--- config.mk ---
export PLATFORM = sky130hd
export DESIGN_NAME = infrarojo_tx
export DESIGN_NICKNAME = d
export VERILOG_FILES = /design/src/rtl/infrarojo_tx.sv
export SDC_FILE = /design/constraint.sdc
export NUM_CORES = 1
export LEC_CHECK = 0
export CAP_MARGIN = 40
export CORE_ASPECT_RATIO = 0.75
export CORE_MARGIN = 1.5
export CORE_UTILIZATION = 59
export CTS_CLUSTER_DIAMETER = 100
export CTS_CLUSTER_SIZE = 12
export DETAILED_ROUTE_END_ITERATION = 8
export PLACE_DENSITY = 0.89
export SYNTH_ARGS = -nofsm -noshare
export SYNTH_HDL_FRONTEND = slang
export SYNTH_SLANG_ARGS = --single-unit
--- constraint.sdc ---
create_clock -name clk -period 2.77 [get_ports clk]
set_input_delay 0.277 -clock clk [delete_from_list [all_inputs] [get_ports clk]]
set_output_delay 0.277 -clock clk [all_outputs]
set_load 0.01 [all_outputs]
--- src/rtl/infrarojo_tx.sv ---
// NEC-format infrared transmitter: leader, 32 data bits LSB first, stop burst.
// Registered envelope and carrier-modulated LED drive.
module infrarojo_tx #(
    parameter int UNIT_CYC     = 56250,
    parameter int CARRIER_HALF = 1316
) (
    input  logic       clk,
    input  logic       rst,
    input  logic       inicio,
    input  logic [7:0] direccion,
    input  logic [7:0] comando,
    output logic       listo,
    output logic       envolvente,
    output logic       salida,
    output logic       fin
);

    localparam int CW = $clog2(16 * UNIT_CYC);
    localparam int HW = (CARRIER_HALF > 1) ? $clog2(CARRIER_HALF) : 1;

    localparam logic [CW-1:0] LAST_16 = CW'(16 * UNIT_CYC - 1);
    localparam logic [CW-1:0] LAST_8  = CW'(8 * UNIT_CYC - 1);
    localparam logic [CW-1:0] LAST_3  = CW'(3 * UNIT_CYC - 1);
    localparam logic [CW-1:0] LAST_1  = CW'(UNIT_CYC - 1);
    localparam logic [HW-1:0] CAR_LAST = HW'(CARRIER_HALF - 1);

    typedef enum logic [2:0] {
        S_IDLE,
        S_LEAD_MARK,
        S_LEAD_SPACE,
        S_BIT_MARK,
        S_BIT_SPACE,
        S_STOP_MARK
    } state_t;

    state_t        state_q, state_d;
    logic [CW-1:0] cnt_q, cnt_d;
    logic [4:0]    bit_q, bit_d;
    logic [31:0]   word_q, word_d;
    logic [HW-1:0] car_cnt_q, car_cnt_d;
    logic          car_q, car_d;
    logic          env_q, env_d;
    logic          sal_q, sal_d;
    logic          fin_q, fin_d;
    logic [CW-1:0] last_cnt;
    logic          phase_end;
    logic          mark_start;

    always_ff @(posedge clk) begin
        if (rst) begin
            state_q   <= S_IDLE;
            cnt_q     <= '0;
            bit_q     <= '0;
            word_q    <= '0;
            car_cnt_q <= '0;
            car_q     <= 1'b0;
            env_q     <= 1'b0;
            sal_q     <= 1'b0;
            fin_q     <= 1'b0;
        end else begin
            state_q   <= state_d;
            cnt_q     <= cnt_d;
            bit_q     <= bit_d;
            word_q    <= word_d;
            car_cnt_q <= car_cnt_d;
            car_q     <= car_d;
            env_q     <= env_d;
            sal_q     <= sal_d;
            fin_q     <= fin_d;
        end
    end

    always_comb begin
        last_cnt = LAST_1;
        case (state_q)
            S_LEAD_MARK:  last_cnt = LAST_16;
            S_LEAD_SPACE: last_cnt = LAST_8;
            S_BIT_SPACE:  last_cnt = word_q[bit_q] ? LAST_3 : LAST_1;
            default:      last_cnt = LAST_1;
        endcase
    end

    assign phase_end = (cnt_q == last_cnt);

    always_comb begin
        state_d = state_q;
        cnt_d   = cnt_q + 1'b1;
        bit_d   = bit_q;
        word_d  = word_q;
        fin_d   = 1'b0;
        case (state_q)
            S_IDLE: begin
                cnt_d = '0;
                if (inicio) begin
                    state_d = S_LEAD_MARK;
                    word_d  = {~comando, comando, ~direccion, direccion};
                end
            end
            S_LEAD_MARK: begin
                if (phase_end) state_d = S_LEAD_SPACE;
            end
            S_LEAD_SPACE: begin
                if (phase_end) begin
                    state_d = S_BIT_MARK;
                    bit_d   = '0;
                end
            end
            S_BIT_MARK: begin
                if (phase_end) state_d = S_BIT_SPACE;
            end
            S_BIT_SPACE: begin
                if (phase_end) begin
                    if (bit_q == 5'd31) begin
                        state_d = S_STOP_MARK;
                    end else begin
                        state_d = S_BIT_MARK;
                        bit_d   = bit_q + 5'd1;
                    end
                end
            end
            S_STOP_MARK: begin
                if (phase_end) begin
                    state_d = S_IDLE;
                    fin_d   = 1'b1;
                end
            end
            default: state_d = S_IDLE;
        endcase
        if (phase_end && state_q != S_IDLE) cnt_d = '0;
    end

    // Carrier phase restarts high on the first cycle of every mark.
    always_comb begin
        env_d = (state_d == S_LEAD_MARK) || (state_d == S_BIT_MARK) ||
                (state_d == S_STOP_MARK);
        mark_start = env_d && (state_d != state_q);
        car_d     = car_q;
        car_cnt_d = car_cnt_q;
        if (!env_d) begin
            car_d     = 1'b0;
            car_cnt_d = '0;
        end else if (mark_start) begin
            car_d     = 1'b1;
            car_cnt_d = '0;
        end else if (car_cnt_q == CAR_LAST) begin
            car_d     = ~car_q;
            car_cnt_d = '0;
        end else begin
            car_cnt_d = car_cnt_q + 1'b1;
        end
        sal_d = env_d & car_d;
    end

    assign listo      = (state_q == S_IDLE);
    assign envolvente = env_q;
    assign salida     = sal_q;
    assign fin        = fin_q;

endmodule

[Yosys cells after proc, flatten, opt, wreduce, memory -nomap -nowiden]
Cells that the tools add are included.
Storage, ports and cells
  output and inout bits: 4
  bits of input ports: 19
  logic and storage cells: 66
  bits in registers: 75
Operators by class
  bitwise logic cells: 6
  reductions and logical operators: 12
  equal/unequal tests: 15
  add/subtract/negate cells: 3
  order comparisons: 1
  mux-type cells: 20
Operator list (number)
  $pmux W20 S3: 1
  $mux W3: 7
  $add A20 B1 Y20 const B: 1
  $eq A20 B20 Y1: 1
  $mux W18: 1
  $pmux W3 S6: 1
  $not A8 Y8: 2
  $mux W5: 3
  $add A11 B1 Y11 const B: 1
  $eq A11 B11 Y1 const B: 1
  $pmux W5 S2: 1
  $eq A3 B2 Y1 const B: 3
  $eq A3 B3 Y1 const B: 3
  $eq A3 B1 Y1 const B: 2
  $lt A5 B6 Y1 const B: 1
  $ne A2 B2 Y1 const B: 3
  $add A5 B1 Y5 const B: 1
  $bmux W1 S5: 1
  $eq A5 B5 Y1 const B: 1
  $mux W1: 5
  $reduce_and A4 Y1: 1
  $reduce_or A4 Y1: 1
  $logic_not A3 Y1: 1
  $ne A3 B3 Y1: 1
  9 further kinds: 13

[Longest topological paths before layout]
  depth after elaboration: 14
  gate-level depth with buffers: 11
  depth with buffers taken out: 9

[Least setup slack after synthesis]
No wires, ideal clock.
  path kind: flip-flop to flip-flop
  from: register bit_q[1]
  to: register bit_q[3]
  setup time: 0.071 ns
  data arrival time: 2.296 ns
  buffers on the path: 0
  setup slack: 0.403 ns
  clock period less this slack: 2.367 ns
  data required time: 2.699 ns
  stages on the path, launching flop included: 8
  path through: dfxtp_1 mux4_2 or3_1 a31oi_2 o221a_4 o21ai_4 or4_1 a21oi_1
On the way
  word-level cells in the longest chain between the ends: 7
  elaborated cells on any way between the ends: 14
  classes of those cells: add/sub: 1; eq/ne: 5; mux: 7; reduce/logical: 1
Ends and longest elaborated chain
  start: declaration: line 38  | logic [4:0] bit_q, bit_d;
  start signal: assignment: line 63  | bit_q <= bit_d;
  $bmux W1 S5: line 78  | S_BIT_SPACE: last_cnt = word_q[bit_q] ? LAST_3 : LAST_1;
  $mux W1 (implied by the code): line 78
  $mux W18: line 78
  $pmux W20 S3: line 75  | case (state_q)
  $eq A20 B20 Y1: line 83  | assign phase_end = (cnt_q == last_cnt);
  $ne A2 B2 Y1 (no line)
  $reduce_and A4 Y1 (no line)
Parallel ways exist; a longest one is shown, timed or not. The select of a mux whose other input is x is not followed.
A chain may end at the register's enable or synchronous reset.

[Final worst setup path]
  from: register bit_q[0]
  to: register bit_q[3]
Same word-level chain as after synthesis.

==> flow_metrics.env <==
export IMPL_synth_nets=444
export IMPL_clkLatencyLatePin_ps=360
export IMPL_skew_ps=9.40
export IMPL_final_fill_count=450
export IMPL_die_h_um=70.8
export IMPL_cts_sinks=74
export IMPL_fin_util_pct=69.6
export IMPL_num_antenna_cells=0
export IMPL_final_nets=464
export IMPL_whs_ps=460
export IMPL_cp_end_kind="register"
export IMPL_start_util_pct=61.8
export IMPL_drt_iter0_drc=232
export IMPL_hold_buffers=0
export IMPL_relSlewSlack_pct=64.2
export IMPL_required_ps=3060
export IMPL_rr_startpoint="bit_q[0]"
export IMPL_ys_flop_type="dfxtp_1"
export IMPL_crit_slowest_cell="mux4_1"
export IMPL_syn_area_per_cell_um2=8.60
export IMPL_htree_levels=3
export IMPL_crit_path_max_incr_delay_ps=600
export IMPL_ys_types=58
export IMPL_wl_per_cell_um=14.8
export IMPL_grt_pass1_wl_um=13500
export IMPL_syn_to_final_growth_pct=12.5
export IMPL_finalCritPeriodShare_pct=94.7
export IMPL_routed_wl_um=7770
export IMPL_fp_dieW_um=93.5
export IMPL_max_vdd_ir_drop_uv=389
export IMPL_r2r_cells=7
export IMPL_numCtsBuffers=9
export IMPL_final_common_cell="nor2_1"
export IMPL_worstReg2RegEnd="bit_q[3]"
export IMPL_critPathArrivalTime_ps=2910
export IMPL_seq_area_frac_synth_pct=40.9
export IMPL_setup_viol=0
export IMPL_synth_seq_cells=74
export IMPL_cts_resized=0
export IMPL_synth_area_mm2=0.00362
export IMPL_port_buffers=22
export IMPL_grt_met1_usage_pct=35.6
export IMPL_root_buffer="clkbuf_8"
export IMPL_cp_endpoint="bit_q[3]"
export IMPL_coreArea_mm2=0.00586
export IMPL_multi_input_area_mm2=0.00198
export IMPL_core_rowCount=24
export IMPL_rsz0062_at_grt="no"
export IMPL_met2_usage_pct=39.7
export IMPL_cp_startpoint="bit_q[0]"
export IMPL_clkTransAtPathRegs_ps=80
export IMPL_floorplan_die_area_mm2=0.00662
export IMPL_antenna_found_initial=0
export IMPL_grt_usage_pct=26.2
export IMPL_place_gp_congestion=0.898
export IMPL_path_max_fanout=12
export IMPL_postCtsSetupRepairBufs=0
export IMPL_cts_tree="yes"
export IMPL_clock_fmax_mhz=381
export IMPL_powerDensity_mw_per_mm2=524
export IMPL_outcome="completed"
export IMPL_p_leak_nw=1.46
export IMPL_rrSetupSlack_ps=150
export IMPL_ant_nets=0
export IMPL_tightest_slew_ps=533
export IMPL_maxCapViolations=0
export IMPL_grt_pass1_vias=2856
export IMPL_drc=0
export IMPL_synth_edf_count=0
export IMPL_layout_cells_most_common_list="77 x nor2_1, 71 x dfxtp_1, 48 x nand2_1"
export IMPL_path_class="reg2reg"
export IMPL_fin_tns_setup_ps=0
export IMPL_yosysWarnings=0
export IMPL_grtUsageMet3_pct=7.42
export IMPL_vias=3023
export IMPL_ys_async_sr_fraction_pct=0
export IMPL_num_io_pins=23
export IMPL_regArea_mm2=0.00149
export IMPL_via_per_inst=5.77
export IMPL_grt_busiest_layer="met2"
export IMPL_clk_path_buf_depth=2
export IMPL_grt_max_degree=47
export IMPL_dr_pass1_iters=4
export IMPL_dp_hpwl_um=5470
export IMPL_drive_gt1_share_pct=10.3
export IMPL_gr_total_overflow=0
export IMPL_hp_class="reg2reg"
export IMPL_cp_start_kind="register"
export IMPL_hold_violations=0
export IMPL_worstPathCellList="mux4_1 > o22a_1 > a31oi_2 > o221a_4 > o21ai_4 > or4_1 > a21oi_1"
export IMPL_synthesis_instances=421
export IMPL_final_max_slew_viol_count=0
export IMPL_fin_crit_ps=2620
## where the power goes
part	total [mW]	switching, mW	internal (mW)	leakage [nW]
Clock	0.841	0.400	0.441	0.0966
Sequential	1.13	0.0281	1.10	0.603
Combinational	0.167	0.0906	0.0766	0.765
## layout make-up
class	instances	share of cell area, %
multi-input cells	319	48.5
flip-flops and latches	74	36.4
repair buffers	33	7.43
clock buffers	12	3.56
well taps	78	2.39
clock inverters	4	1.26
inverters	4	0.368
## worst min path at each step
stage	from	to	cells after the start
floorplan	direccion[0]	word_q[0]	2
global placement	word_q[22]	word_q[22]	2
detailed placement	word_q[18]	word_q[18]	2
CTS	word_q[3]	word_q[3]	2
global route	word_q[7]	word_q[7]	2
finish	word_q[20]	word_q[20]	2
## stage by stage
step	cells	total power, mW	cell area (um^2)	setup slack (ps)
final	524	2.14	4080	146
after global routing	524	2.22	4080	30.5
after CTS	524	2.15	4070	20.8
after detailed placement	508	1.32	3870	54.6
after global placement	508	1.31	3870	214
after floorplan	421	1.25	3620	403
## kinds of logic after synthesis
family / share of synthesized area, %
AND/OR/NAND/NOR: 27.2
flip-flops: 40.9
AO/OA/AOI/OAI: 12.3
XOR/XNOR: 7.01
buffers and inverters: 4.60
multiplexers: 6.63
adder cells (fa/ha/maj): 1.38
## layer usage
metal | routed length, um | part of all wire [%]
met1 | 3580 | 46
met2 | 3640 | 47
met3 | 438 | 5.6
met4 | 118 | 1.5
met5 | 0 | 0
## Yosys cell counts (2+ instances only)
cell type	instances	area share, %
nor2_1	77	8.0
dfxtp_1	74	41
nand2_1	48	5.0
a21oi_1	41	5.7
xor2_1	19	4.6
nand3_1	18	2.5
clkbuf_1	13	1.3
and3_1	10	1.7
xnor2_1	10	2.4
nand2b_1	9	1.6
o21ai_0	8	1.1
buf_6	6	1.9
mux2i_1	6	1.7
nor3_1	6	0.83
nor2b_1	5	0.86
and2_1	4	0.69
ha_1	4	1.4
inv_1	4	0.41
mux4_2	4	2.5
nand4_1	4	0.69
mux4_1	3	2.2
nor3b_1	3	0.62
or3_1	3	0.52
and2_0	2	0.35
and3b_1	2	0.48
buf_2	2	0.28
buf_4	2	0.41
o2111ai_1	2	0.48
o211ai_1	2	0.41
or4_1	2	0.41
## worst max-delay path, delay by kind of cell, from the launching register on
kind	cells	cell delay, ps
compound gates	5	970
mux	1	600
simple gates	1	510
flops	1	470
## registers in the layout (all words and copies together) (netlist names)
name and count:
word_q 32, cnt_q 20, car_cnt_q 11, bit_q 5
state_q 3, car_q 1, envolvente 1, fin 1
Power figures use the tool's default switching activity.
